==> config.mk <==
export PLATFORM = sky130hd
export DESIGN_NAME = sar_search_ctrl
export DESIGN_NICKNAME = d
export VERILOG_FILES = /design/src/rtl/sar_search_ctrl.sv
export SDC_FILE = /design/constraint.sdc
export NUM_CORES = 1
export LEC_CHECK = 0
export CAP_MARGIN = 20
export CORE_UTILIZATION = 50
export CTS_BUF_LIST = sky130_fd_sc_hd__clkbuf_4
export DETAILED_ROUTE_END_ITERATION = 10
export PLACE_DENSITY = 0.77
export SLEW_MARGIN = 20
export SYNTH_ARGS = -nofsm -noshare
export SYNTH_HDL_FRONTEND = slang
export SYNTH_SLANG_ARGS = --single-unit
==> constraint.sdc <==
create_clock -name i_clk -period 3.6 [get_ports i_clk]
set_input_delay 0.9 -clock i_clk [delete_from_list [all_inputs] [get_ports i_clk]]
set_output_delay 0.9 -clock i_clk [all_outputs]
set_load 0.02 [all_outputs]
==> src/rtl/sar_search_ctrl.sv <==
// Successive-approximation search controller: drives a comparator probe and
// recovers the target MSB first. Define SAR_EARLY_EXIT_EN to stop on i_eq.
module sar_search_ctrl #(
  parameter int DATA_WIDTH = 4
) (
  input  logic                  i_clk,
  input  logic                  i_rst_n,
  input  logic                  i_start,
  input  logic                  i_gt,
  input  logic                  i_lt,
  input  logic                  i_eq,
  output logic [DATA_WIDTH-1:0] o_probe,
  output logic                  o_busy,
  output logic                  o_done,
  output logic [DATA_WIDTH-1:0] o_result,
  output logic                  o_found,
  output logic                  o_err
);

  localparam int IW = (DATA_WIDTH > 1) ? $clog2(DATA_WIDTH) : 1;
  localparam logic [DATA_WIDTH-1:0] ONE = DATA_WIDTH'(1);
  localparam logic [IW-1:0] TOP_IDX = IW'(DATA_WIDTH - 1);

`ifdef SAR_EARLY_EXIT_EN
  localparam bit EARLY = 1'b1;
`else
  localparam bit EARLY = 1'b0;
`endif

  typedef enum logic [1:0] {IDLE, CMP, DONE} state_t;

  state_t                state, state_n;
  logic [IW-1:0]         idx, idx_n;
  logic [DATA_WIDTH-1:0] probe_n, result_n, res_new;
  logic                  found_n, err_n, onehot;

  always_ff @(posedge i_clk or negedge i_rst_n) begin
    if (!i_rst_n) begin
      state    <= IDLE;
      idx      <= '0;
      o_probe  <= '0;
      o_result <= '0;
      o_found  <= 1'b0;
      o_err    <= 1'b0;
    end else begin
      state    <= state_n;
      idx      <= idx_n;
      o_probe  <= probe_n;
      o_result <= result_n;
      o_found  <= found_n;
      o_err    <= err_n;
    end
  end

  always_comb begin
    state_n  = state;
    idx_n    = idx;
    probe_n  = o_probe;
    result_n = o_result;
    found_n  = o_found;
    err_n    = o_err;
    res_new  = o_result;
    onehot   = ({i_gt, i_lt, i_eq} == 3'b100) ||
               ({i_gt, i_lt, i_eq} == 3'b010) ||
               ({i_gt, i_lt, i_eq} == 3'b001);
    case (state)
      IDLE: begin
        probe_n = '0;
        if (i_start) begin
          state_n  = CMP;
          idx_n    = TOP_IDX;
          probe_n  = ONE << TOP_IDX;
          result_n = '0;
          found_n  = 1'b0;
          err_n    = 1'b0;
        end
      end
      CMP: begin
        if (!onehot) begin
          err_n   = 1'b1;
          state_n = DONE;
          probe_n = '0;
        end else begin
          // gt and eq both mean the trial bit belongs in the answer
          res_new  = (i_gt || i_eq) ? o_probe : o_result;
          result_n = res_new;
          if (i_eq) found_n = 1'b1;
          if ((idx == '0) || (EARLY && i_eq)) begin
            state_n = DONE;
            probe_n = '0;
          end else begin
            idx_n   = idx - IW'(1);
            probe_n = res_new | (ONE << idx_n);
          end
        end
      end
      DONE: begin
        state_n = IDLE;
        probe_n = '0;
      end
      default: begin
        state_n = IDLE;
        probe_n = '0;
      end
    endcase
  end

  assign o_busy = (state != IDLE);
  assign o_done = (state == DONE);

endmodule

==> key figures, run 1 <==
Cells and area
  – Area growth from synthesis to layout: 21.6%
  – Final Instance Area: 987 um2
  – Final layout net count: about 110
  – Ant diodes: 0
  – Final Instance Count excl. Fillers: 113
  – Share of cells above drive strength 1: between 9 and 10%
  – Post-layout util: 65.5%

Floorplanning
  – DIE WIDTH: 42.3 um
  – Core ar.: between 1500 and 2000 um2
  – Site Rows: 14
  – Die area: about 1800 um2
  – Starting Density: 53.9%
  – I/O Pins: 18
  – Die Ht: 42.3 um

Placement
  – Placer congestion estimate: around 0.8
  – Area after DPL: 965 um2
  – I/O Buffers: 17
  – DP HPWL: around 1.2 mm
  – Dpl cells: 110

Power and ir drop
  – Power share of the sequential group: a little over two fifths
  – Clk pwr share: approximately 14%
  – Int Power: 372 uW
  – Leakage dissipation: around 0.00042 uW
  – Combinational Power Share: a little over two fifths
  – Net Sw Frac: just over 40%
  – P per Cell Area: about 630 nW/um2
  – Peak supply drop: between 0.0003 and 0.0004 V
  – Sw Pwr: around 250 uW

Clock tree
  – Max H-tree Level: 1
  – CTS tree: done
  – Post-CTS setup buffers: 0
  – Clock Tree Buf Depth: 2
  – PostCTS Resize Cnt: 0
  – Hold buffers post-CTS: 0
  – Root buf cell: clkbuf_4
  – Clock slew seen by the registers of the worst setup and hold paths: ~0.080 ns
  – TritonCTS sink count: 14
  – Clk_lat worst skew: ~0.27 ns
  – CTS buffer count: 3

STA
  – Headroom to the max-slew limit: 57.1%
  – Min cycle time layout: roughly 2.6 ns
  – Setup TNS: 0 ns
  – RSZ-0062 raised after global routing: no
  – Final setup vio count: 0
  – Max Fclk: approximately 0.38 GHz
  – Final hold violation count: 0
  – Clk_skew: between 0.0004 and 0.0005 ns
  – Slew Limit Fails: 0
  – Final Cycle Share: between 70 and 80%
  – Worst-Margin Slew: between 0.6 and 0.7 ns

Yosys
  – Cells after synthesis: 82
  – Syn Nets: 90
  – Synth warnings: 0
  – Share of the yosys chip area belonging to registers: 43.1%
  – FF+latch count, synth: 14
  – Syn_area_per_cell: slightly below 10 um2
  – Mapped cell area: 812 um2
  – Distinct cells, synth: 30

Worst setup path
  – Required time of the critical path: approximately 2.7 ns
  – Worst R2R Start: idx[0]
  – Critical path class: flop to output pin
  – Arrival time worst endpoint: 1.70 ns
  – Worst setup SP type: flop
  – Worst reg2reg path depth: 5
  – Worst-path fanout max: 15
  – Setup crit end kind: output pin
  – Worst R2R Setup Slack: roughly 2.1 ns
  – Worst r2r dst: idx[1]

Status
  – Status: finished clean

Worst hold path
  – Hold path start: o_found
  – Worst min path class: flop to flop
  – Hold path cells: 2
  – Hold Path End: o_found

GRT
  – Tot GR Track Use: roughly a fifth
  – Initial antenna violation count: 0
  – Number of global-route vias before repair: 677
  – GR Overflow Total: 0
  – First-pass GRT wire length: approximately 2.9 mm
  – Largest net degree at the start of global routing: 16

Detailed routing
  – DRC: 0
  – Detail Route Antenna Nets: 0
  – Initial drt markers: 13
  – DR vias: about 680
  – Drt pass-1 iters: 5
  – WL per Instance: about 15 um
  – Total wire length: between 1.5 and 2 mm
  – Via density per instance: between 5 and 6

Job
  – Max-cap violations: 0
-- worst max-delay path, cell delays in order, from the launching register on --
cell	delay [ns]
dfrtp_1	0.54
or2_2	0.35
clkdlybuf4s50_1	0.54
-- kinds of logic (layout without fill, tap and decap cells) --
group                    after synthesis  count (layout)  share of synthesized area, %
AO/OA/AOI/OAI                         26              26                          25.0
AND/OR/NAND/NOR                       29              29                          19.3
buffers and inverters                  9              24                          6.47
XOR/XNOR                               2               2                          3.08
flip-flops                            14              14                          43.1
adder cells (fa/ha/maj)                2               2                          3.08
-- metal layers --
layer	track usage (%)	share of wire (%)	up-vias
met2	35.1	48	22
met4	10.0	1.6	0
met5	0	0	-
li1	-	-	325
met3	3.45	4.9	4
met1	26.3	45	325
-- worst max-delay path by stage --
stage | from | slack (ns) | end
after floorplan | i_eq | 1.67 | o_result[0]
after global placement | i_gt | 1.08 | idx[1]
after CTS | state[0] | 1.0 | o_busy
after global routing | state[0] | 0.94 | o_busy
after detailed placement | i_eq | 1.05 | o_probe[1]
final | state[0] | 1.0 | o_busy
-- sequential cells by signal, indices dropped and copies added, names as in the netlist --
| register | cells |
|---|---|
| idx | 2 |
| o_err | 1 |
| o_found | 1 |
| o_probe | 4 |
| o_result | 4 |
| state | 2 |
-- area by class of cell --
cell class	count	area, um2
clock buffers	3	22.5
multi-input cells	59	409
well taps	16	20.0
repair buffers	17	170
flip-flops and latches	14	350
fillers	130	519
inverters	4	15.0
-- power by group through the flow --
stage	registers [uW]	logic, uW	clock network [uW]
2_1_floorplan	268	161	0
5_1_grt	277	295	93.1
4_1_cts	265	273	88.2
3_3_place_gp	265	271	0
3_5_place_dp	268	271	0
6_report	266	272	86.1
-- placed cells by master (no fill, tap or decap), types with 2 or more instances in the layout --
cell and count:
dfrtp_1 14, or2_2 2, nor3b_1 2, nand2_1 6
clkdlybuf4s50_1 17, inv_1 4, ha_1 2, nor2_1 8
nand2b_1 3, o21ai_0 6, nor2b_1 3, nor3_1 2
clkbuf_4 3, a22o_1 7, a311oi_1 4
-- Yosys cell counts --
cell type  number  area (um2)
dfrtp_1        14         350
nor2_1          8        30.0
a22o_1          7        61.3
nand2_1         6        22.5
o21ai_0         6        30.0
a311oi_1        4        35.0
inv_1           4        15.0
nand2b_1        3        18.8
nor2b_1         3        18.8
buf_6           2        22.5
clkbuf_1        2        7.51
ha_1            2        25.0
nor3_1          2        10.0
nor3b_1         2        15.0
or2_2           2        12.5
a211oi_1        1        7.51
a211oi_4        1        20.0
a21oi_1         1        5.00
a31oi_1         1        6.26
buf_4           1        7.51
nand4bb_1       1        11.3
o21a_1          1        7.51
o21ai_1         1        5.00
o21ai_2         1        8.76
o31ai_1         1        7.51
o32ai_1         1        8.76
or2_1           1        6.26
or3b_4          1        11.3
xnor2_1         1        8.76
xnor2_2         1        16.3
-- through the flow --
stage / power [uW] / worst slack [ns] / hold WS, ns
after floorplan: 429 / 1.67 / 0.527
after global placement: 535 / 1.08 / 0.473
after detailed placement: 539 / 1.05 / 0.484
after CTS: 626 / 0.996 / 0.504
after global routing: 666 / 0.939 / 0.549
final: 624 / 0.998 / 0.502
(Power assumes the default switching activity.)
==> run 2: changes to the inputs <==
==> constraint.sdc (replaced) <==
create_clock -name i_clk -period 2.4 [get_ports i_clk]
set_input_delay 0.6 -clock i_clk [delete_from_list [all_inputs] [get_ports i_clk]]
set_output_delay 0.6 -clock i_clk [all_outputs]
set_load 0.02 [all_outputs]
==> run 2 against run 1 <==
  * Power is 54% higher
  * Largest power group unchanged
  * First-iteration DRC count is 46% lower
  * Largest cell class unchanged
  * Combinational power up 65%
  * Critical path depth is the same
==> key figures, run 2 (synthesis results as in run 1) <==
Status
  – Status: finished clean

Clock tree
  – Post-CTS setup buffers: 0 (unchanged)
  – Clock Tree Buf Depth: 2 (unchanged)
  – TritonCTS sink count: 14 (unchanged)
  – PostCTS Resize Cnt: 0 (unchanged)
  – CTS buffer count: 3 (unchanged)
  – Root buf cell: clkbuf_4
  – CTS tree: done
  – Hold buffers post-CTS: 0 (unchanged)
  – Clk_lat worst skew: 0.28 ns (about the same)
  – Clock slew seen by the registers of the worst setup and hold paths: 0.09 ns (about the same)
  – Max H-tree Level: 1 (unchanged)

Worst setup path
  – Required time of the critical path: 1.80 ns (-0.90 ns)
  – Crit path cell chain: or2_2, clkdlybuf4s50_1
  – Slowest stage cell, crit path: clkdlybuf4s50_1
  – Critical path buffers and inverters: 1 (unchanged)
  – Crit path largest cell delay: 0.53 ns (about the same)
  – Setup crit end kind: output pin
  – Arrival time worst endpoint: 1.64 ns (-0.06 ns)
  – CP Launch Point: state[1]
  – Critical path class: flop to output pin
  – CP delay by family, top: buffers and inverters
  – Worst setup SP type: flop
  – Worst-path fanout max: 12 (-3)
  – Worst R2R Start: idx[0]

Power and ir drop
  – Total Power: 960 uW (+54%)
  – Leakage dissipation: 0.000423 uW (+1.6%)
  – Peak supply drop: 0.000600 V (+68%)
  – P per Cell Area: 961 nW/um2 (+52%)

STA
  – Headroom to the max-slew limit: 56.9% (-0.28 points)
  – Final setup vio count: 0 (unchanged)
  – Min cycle time layout: about 2.2 ns
  – Slew Limit Fails: 0 (unchanged)
  – Final hold violation count: 0 (unchanged)
  – Worst-Margin Slew: 0.645 ns (+0.00415 ns)
  – RSZ-0062 raised after global routing: no
  – Final Cycle Share: 93.2%
  – Max Fclk: 0.447 GHz
  – Setup TNS: 0 ns (unchanged)
  – Clk_skew: 0.000843 ns (+0.000424 ns)

Cells and area
  – Post-layout util: 66.3% (+0.75 points)
  – Regs by FF count: o_probe x4, o_result x4
  – Fill cells: 129 (-0.77%)
  – Most frequent cells in the layout: 17 x clkdlybuf4s50_1, 14 x dfrtp_1, 8 x nor2_1
  – Area growth from synthesis to layout: 23.0%
  – Leading cell type in the layout, fill and taps excluded: clkdlybuf4s50_1
  – Ant diodes: 0 (unchanged)
  – Final layout net count: 108 (+0.93%)
  – Share of cells above drive strength 1: 10.1% (+0.82 points)

GRT
  – Number of global-route vias before repair: 678 (+0.15%)
  – First-pass GRT wire length: 2.99 mm (+4.1%)
  – GR Overflow Total: 0 (unchanged)
  – Initial antenna violation count: 0 (unchanged)
  – Tot GR Track Use: 22.5% (+1.5 points)
  – Largest net degree at the start of global routing: 15 (-1)

Worst hold path
  – Worst min path class: flop to flop
  – Hold path start: o_found

Detailed routing
  – Drt pass-1 iters: 4 (-1)
  – Detail Route Antenna Nets: 0 (unchanged)
  – WL per Instance: 15.3 um (+3.6%)
  – Initial drt markers: 7 (-6)
  – DRC: 0 (unchanged)
  – Total wire length: 1.76 mm (+5.4%)
  – Via density per instance: 5.97 (-0.29%)
  – DR vias: 686 (+1.5%)

Floorplanning
  – DIE WIDTH: 42.3 um (unchanged)
  – Die Ht: 42.3 um (unchanged)
  – Site Rows: 14 (unchanged)
  – Core ar.: 1510 um2 (unchanged)
  – Starting Density: 53.9% (unchanged)
  – I/O Pins: 18 (unchanged)
  – Die area: 1790 um2 (unchanged)

Placement
  – Placer congestion estimate: 0.792 (-1.1%)
  – I/O Buffers: 17 (unchanged)
  – DP HPWL: 1.29 mm (+3.7%)

Job
  – Max-cap violations: 0 (unchanged)
[run 2: final timing paths]
kind / endpoint / slack [ns] / cells after the start
worst max-delay path: o_busy / 0.16 / 2
worst min-delay path: o_found / 0.51 / 2
worst max register to register: idx[1] / 0.88 / 5
max in group asynchronous: o_result[2] / 1.28 / 1
min in group asynchronous: o_result[3] / 0.71 / 1
worst min register to register: o_found / 0.51 / 2
[run 2: tightest hold or removal path, cell delays in order (launching register included)]
cell and delay [ns]:
dfrtp_1 0.37, nand2_1 0.06, nand2_1 0.05
[run 2: power breakdown]
group          internal, uW  total [uW]  switching (uW)
Sequential              300         373            72.7
Clock                  60.3         138            77.6
Combinational           211         449             238
[run 2: final cells by class]
class	instances	area (um2)	area share, %
sequential	14	350	35.1
clock buffer	3	22.5	2.26
tap	16	20.0	2.01
clock inverter	1	3.75	0.376
inverter	4	15.0	1.50
multi-input combinational	59	409	41.0
timing repair buffer	18	178	17.8
[run 2: stage by stage]
step           setup WS (ns)  std cells  hold WS, ns  area (um2)
6_report               0.163        115        0.510         998
5_1_grt                0.104        115        0.564         998
4_1_cts                0.159        115        0.523         998
3_5_place_dp           0.132        111        0.497         972
3_3_place_gp           0.203        111        0.473         972
2_1_floorplan          0.766         82        0.304         812
[run 2: routing by layer]
metal / wire length, um / global-route usage (%)
met2: 881 / 39.7
met3: 75 / 2.59
met5: 0 / 0
met1: 774 / 27.6
met4: 29 / 9.38
==> edit 1, RTL diff (config.mk and constraints of run 1) <==
Put a register stage on the outputs `o_busy` and `o_done`, without a reset. The values now appear one clock later. The other outputs are not delayed to match.
--- a/src/rtl/sar_search_ctrl.sv
+++ b/src/rtl/sar_search_ctrl.sv
@@ -105,8 +105,10 @@
     endcase
   end
 
-  assign o_busy = (state != IDLE);
-  assign o_done = (state == DONE);
+  always_ff @(posedge i_clk) begin
+    o_busy <= (state != IDLE);
+    o_done <= (state == DONE);
+  end
 
 endmodule
 
Formal check against the unedited RTL: not equivalent (a bounded check fails within 4 cycles, from zero or initial values and one cycle with i_rst_n low).
==> edit 1 against run 1 <==
  * Sequential cell count is 2 higher
  * Clock power is 10% higher
  * Worst setup slack better by 410 ps
  * Core utilization up 5.9 points
  * Area after synthesis fell by 4.5%
  * Cell count fell by 2.7%
  * Design area decreased by 1.1%
  * Power shrank 0.93%
  * Die area fell by 4.3%
  * Wire length decreased by 14%
==> edit 1: results (changes against run 1) <==
INFO  metric run_status = complete, no violations (unchanged)
INFO  metric detailroute.via_count = 583 (was 676)
INFO  metric fin_nets = 104 (was 107)
INFO  metric postSynthAreaPerCell = 10.2 um2 (was 9.90 um2)
INFO  metric worst_skew_pair.late_latency = 290 ps (was 270 ps)
INFO  metric insertedDiodeCount = 0 (unchanged)
INFO  metric timing.critical_path.max_delay_family = buffers and inverters (was flip-flops)
INFO  metric drt-pass1-iter-count = 3 (was 5)
INFO  metric grt_antenna_before_repair = 0 (unchanged)
INFO  metric dp_hpwl = 1080 um (was 1250 um)
INFO  metric clkTransAtPathRegs = 100 ps (was 80 ps)
INFO  metric track_usage = 20.6% (was 21.0%)
INFO  metric synth_common_cells = sky130_fd_sc_hd__dfrtp_1, sky130_fd_sc_hd__inv_1, sky130_fd_sc_hd__mux2i_1, sky130_fd_sc_hd__nand2_1 (was sky130_fd_sc_hd__dfrtp_1, sky130_fd_sc_hd__nor2_1, sky130_fd_sc_hd__a22o_1, sky130_fd_sc_hd__nand2_1, sky130_fd_sc_hd__o21ai_0)
INFO  metric ir_drop = 0.390 mV (was 0.357 mV)
INFO  metric critical-path-max-stage-delay = 620 ps (was 540 ps)
INFO  metric power.static_leakage = 0.463 nW (was 0.417 nW)
INFO  metric finalClockSkew = 10.6 ps (was 0.418 ps)
INFO  metric maximum_number_of_pins_on_one_net_before_global_route_repair = 15 (was 16)
INFO  metric avg_wl_per_cell = 13.1 um (was 14.8 um)
INFO  metric synth_seq_area_share = 50.3% (was 43.1%)
INFO  metric crit_slowest_cell = sky130_fd_sc_hd__clkdlybuf4s50_1 (was sky130_fd_sc_hd__dfrtp_1)
INFO  metric hp-class = reg -> reg (unchanged)
INFO  metric initialDrtViolationCount = 8 (was 13)
INFO  metric layout-drive-gt1-share = 7.37% (was 9.28%)
INFO  metric share_of_flip_flops_with_an_asynchronous_set_or_reset_after_synthesis = 87.5% (was 100%)
INFO  metric ys_types = 24 (was 30)
INFO  metric ctsRootBufferMaster = sky130_fd_sc_hd__clkbuf_4 (unchanged)
INFO  metric critPathMaxFanout = 3 (was 15)
INFO  metric placement.setup.worst_slack = 1280 ps (was 1050 ps)
INFO  metric fillCellCount = 116 (was 130)
INFO  metric post_dp_cell_area = 950 um2 (was 965 um2)
INFO  metric total_power = 0.618 mW (was 0.624 mW)
INFO  metric via_count_of_the_first_global_routing_pass = 486 (was 677)
INFO  metric synth.area.top_cells = sky130_fd_sc_hd__dfrtp_1, sky130_fd_sc_hd__mux2i_1, sky130_fd_sc_hd__dfxtp_1, sky130_fd_sc_hd__inv_1, sky130_fd_sc_hd__nand2_1 (was sky130_fd_sc_hd__dfrtp_1, sky130_fd_sc_hd__a22o_1, sky130_fd_sc_hd__a311oi_1, sky130_fd_sc_hd__o21ai_0, sky130_fd_sc_hd__nor2_1)
INFO  metric fin_cells = 110 (was 113)
INFO  metric critical_path_arrival = 1290 ps (was 1700 ps)
INFO  metric synth.net_count = 84 (was 90)
INFO  metric wire_length_of_the_first_global_routing_pass = 2190 um (was 2880 um)
-- edit 1: worst register-to-register path, delay by kind of cell, from the launching register on --
kind | cells | cell delay [ps]
AO/OA/AOI/OAI | 1 | 170
adder cells (fa/ha/maj) | 1 | 230
AND/OR/NAND/NOR | 1 | 340
buffers and inverters | 1 | 80
multiplexers | 1 | 160
flip-flops | 1 | 440
-- edit 1: layout make-up --
class	instances	area (um2)	area share [%]
sequential	16	390	40.0
multi-input combinational	48	333	34.1
tap	15	18.8	1.92
timing repair buffer	17	170	17.4
inverter	10	37.5	3.85
clock buffer	3	22.5	2.31
clock inverter	1	3.75	0.385
-- edit 1: worst paths after layout --
kind,startpoint,endpoint,slack (ps),cells past startpoint
max in group asynchronous,i_rst_n,state[1],2190,1
setup reg to reg,idx[0],idx[1],2060,5
hold / removal,o_err,o_err,520,2
hold reg to reg,o_err,o_err,520,2
setup / recovery,o_result[2],o_result[2],1410,1
min in group asynchronous,i_rst_n,o_probe[0],1000,1
-- edit 1: logic make-up after synthesis --
family | synth area share, %
DFF | 50.3
buffers and inverters | 6.77
and+or+nand+nor | 14.8
xor gates and xnor gates | 2.26
AOI/OAI and AO/OA | 12.3
adders and majority gates | 3.23
muxes | 10.3
-- edit 1: routing by layer --
layer	share of wire (%)	vias to the layer above	track usage [%]
li1	-	291	-
met1	51	274	27.9
met2	43	14	29.7
met3	4.4	4	4.79
met4	1.7	0	12.1
met5	0	-	0
-- edit 1: power breakdown --
| part | internal (mW) | switching, mW |
|---|---|---|
| clock | 0.0402 | 0.0548 |
| sequential | 0.229 | 0.0486 |
| combinational | 0.118 | 0.127 |
==> edit 2, RTL diff (config.mk and constraints of run 1) <==
Made on the original files. The option `SAR_EARLY_EXIT_EN` is turned on by a define.
--- a/src/rtl/sar_search_ctrl.sv
+++ b/src/rtl/sar_search_ctrl.sv
@@ -1,5 +1,7 @@
 // Successive-approximation search controller: drives a comparator probe and
 // recovers the target MSB first. Define SAR_EARLY_EXIT_EN to stop on i_eq.
+`define SAR_EARLY_EXIT_EN
+
 module sar_search_ctrl #(
   parameter int DATA_WIDTH = 4
 ) (
Check against the original RTL: not equivalent (Yosys sat finds a counterexample within 4 cycles, from zero or initial values and one cycle with i_rst_n low).
==> edit 2 against run 1 <==
  * Sequential cell count did not move
  * Wire length fell by 3.5%
  * Clock skew rose by 6.6 ps
  * Area after synthesis rose by 0.46%
  * Worst setup slack improved by 44 ps
  * Design area rose by 0.76%
  * Power rose by 3.3%
  * Highest routed layer unchanged
==> edit 2: results (changes against run 1) <==
INFO  metric dp_hpwl = 1200 um (was 1250 um)
INFO  metric worst_pin_slew = 613 ps (was 641 ps)
INFO  metric route.detailed.vias_per_inst = 5.46 (was 5.98)
INFO  metric track_usage = 20.5% (was 21.0%)
INFO  metric synth_common_cells = sky130_fd_sc_hd__dfrtp_1, sky130_fd_sc_hd__a21oi_1, sky130_fd_sc_hd__nor2_1, sky130_fd_sc_hd__inv_1, sky130_fd_sc_hd__nand2_1 (was sky130_fd_sc_hd__dfrtp_1, sky130_fd_sc_hd__nor2_1, sky130_fd_sc_hd__a22o_1, sky130_fd_sc_hd__nand2_1, sky130_fd_sc_hd__o21ai_0)
INFO  metric critical-path-max-stage-delay = 610 ps (was 540 ps)
INFO  metric layout-drive-gt1-share = 15.3% (was 9.28%)
INFO  metric critical_path_arrival = 1660 ps (was 1700 ps)
INFO  metric initialDrtViolationCount = 12 (was 13)
INFO  metric finalClockSkew = 7.04 ps (was 0.418 ps)
INFO  metric avg_wl_per_cell = 14.1 um (was 14.8 um)
INFO  metric synth-adder-area-share = 6.13% (was 3.08%)
INFO  metric met2_grt_util = 28.6% (was 35.1%)
INFO  metric fillCellCount = 133 (was 130)
INFO  metric synth.area.top_cells = sky130_fd_sc_hd__dfrtp_1, sky130_fd_sc_hd__ha_1, sky130_fd_sc_hd__a21oi_1, sky130_fd_sc_hd__a22o_2, sky130_fd_sc_hd__a22o_1 (was sky130_fd_sc_hd__dfrtp_1, sky130_fd_sc_hd__a22o_1, sky130_fd_sc_hd__a311oi_1, sky130_fd_sc_hd__o21ai_0, sky130_fd_sc_hd__nor2_1)
INFO  metric met2RoutedLength = 724 um (was 801 um)
INFO  metric area_fraction_in_compound_gates_after_synthesis = 22.4% (was 25.0%)
INFO  metric design.seq.count = 14 (unchanged)
INFO  metric detailed_routing_wirelength_on_met1 = 803 um (was 760 um)
INFO  metric multiplexer_share_of_the_synthesized_area = 1.23% (was 0%)
INFO  metric timing.critical_path.max_delay_family = buffers and inverters (was flip-flops)
INFO  metric placement.setup.worst_slack = 928 ps (was 1050 ps)
INFO  metric fin_cells = 114 (was 113)
INFO  metric run_status = complete, no violations (unchanged)
INFO  metric synthCells = 80 (was 82)
INFO  metric signal_buffer_area_fraction = 17.1% (was 17.2%)
INFO  metric wire_length_of_the_first_global_routing_pass = 2730 um (was 2880 um)
INFO  metric drt-pass1-iter-count = 4 (was 5)
INFO  metric final.signal_inverter_count = 6 (was 4)
INFO  metric final-clk-cell-share = 2.64% (was 2.28%)
INFO  metric seqAreaFraction = 35.2% (was 35.5%)
INFO  metric met3_usage = 3.88% (was 3.45%)
INFO  metric globalRouteMet1Util = 31.5% (was 26.3%)
edit 2: cell count changes after synthesis, sizes merged, moves of 2 or more:
| cell | delta |
|---|---|
| a21oi | +7 |
| a311oi | -3 |
| and3 | +3 |
| clkbuf | -2 |
| ha | +2 |
| inv | +2 |
| nand2b | -3 |
| nand3 | +2 |
| nor3b | -2 |
| o21ai | -4 |
edit 2: power breakdown:
part	leakage (nW)	internal (mW)	switching (mW)
registers	0.180	0.200	0.0551
clock network	0.0154	0.0402	0.0518
logic	0.258	0.138	0.159
edit 2: path summary, 6_finish.rpt:
kind | start | end | slack, ps | depth (start not counted)
worst max-delay path | state[0] | o_busy | 1040 | 3
worst min-delay path | o_found | o_found | 510 | 1
worst max register to register | state[0] | o_result[3] | 1810 | 4
worst min register to register | o_found | o_found | 510 | 1
max in group asynchronous | i_rst_n | state[1] | 2200 | 1
min in group asynchronous | i_rst_n | o_result[0] | 1000 | 1
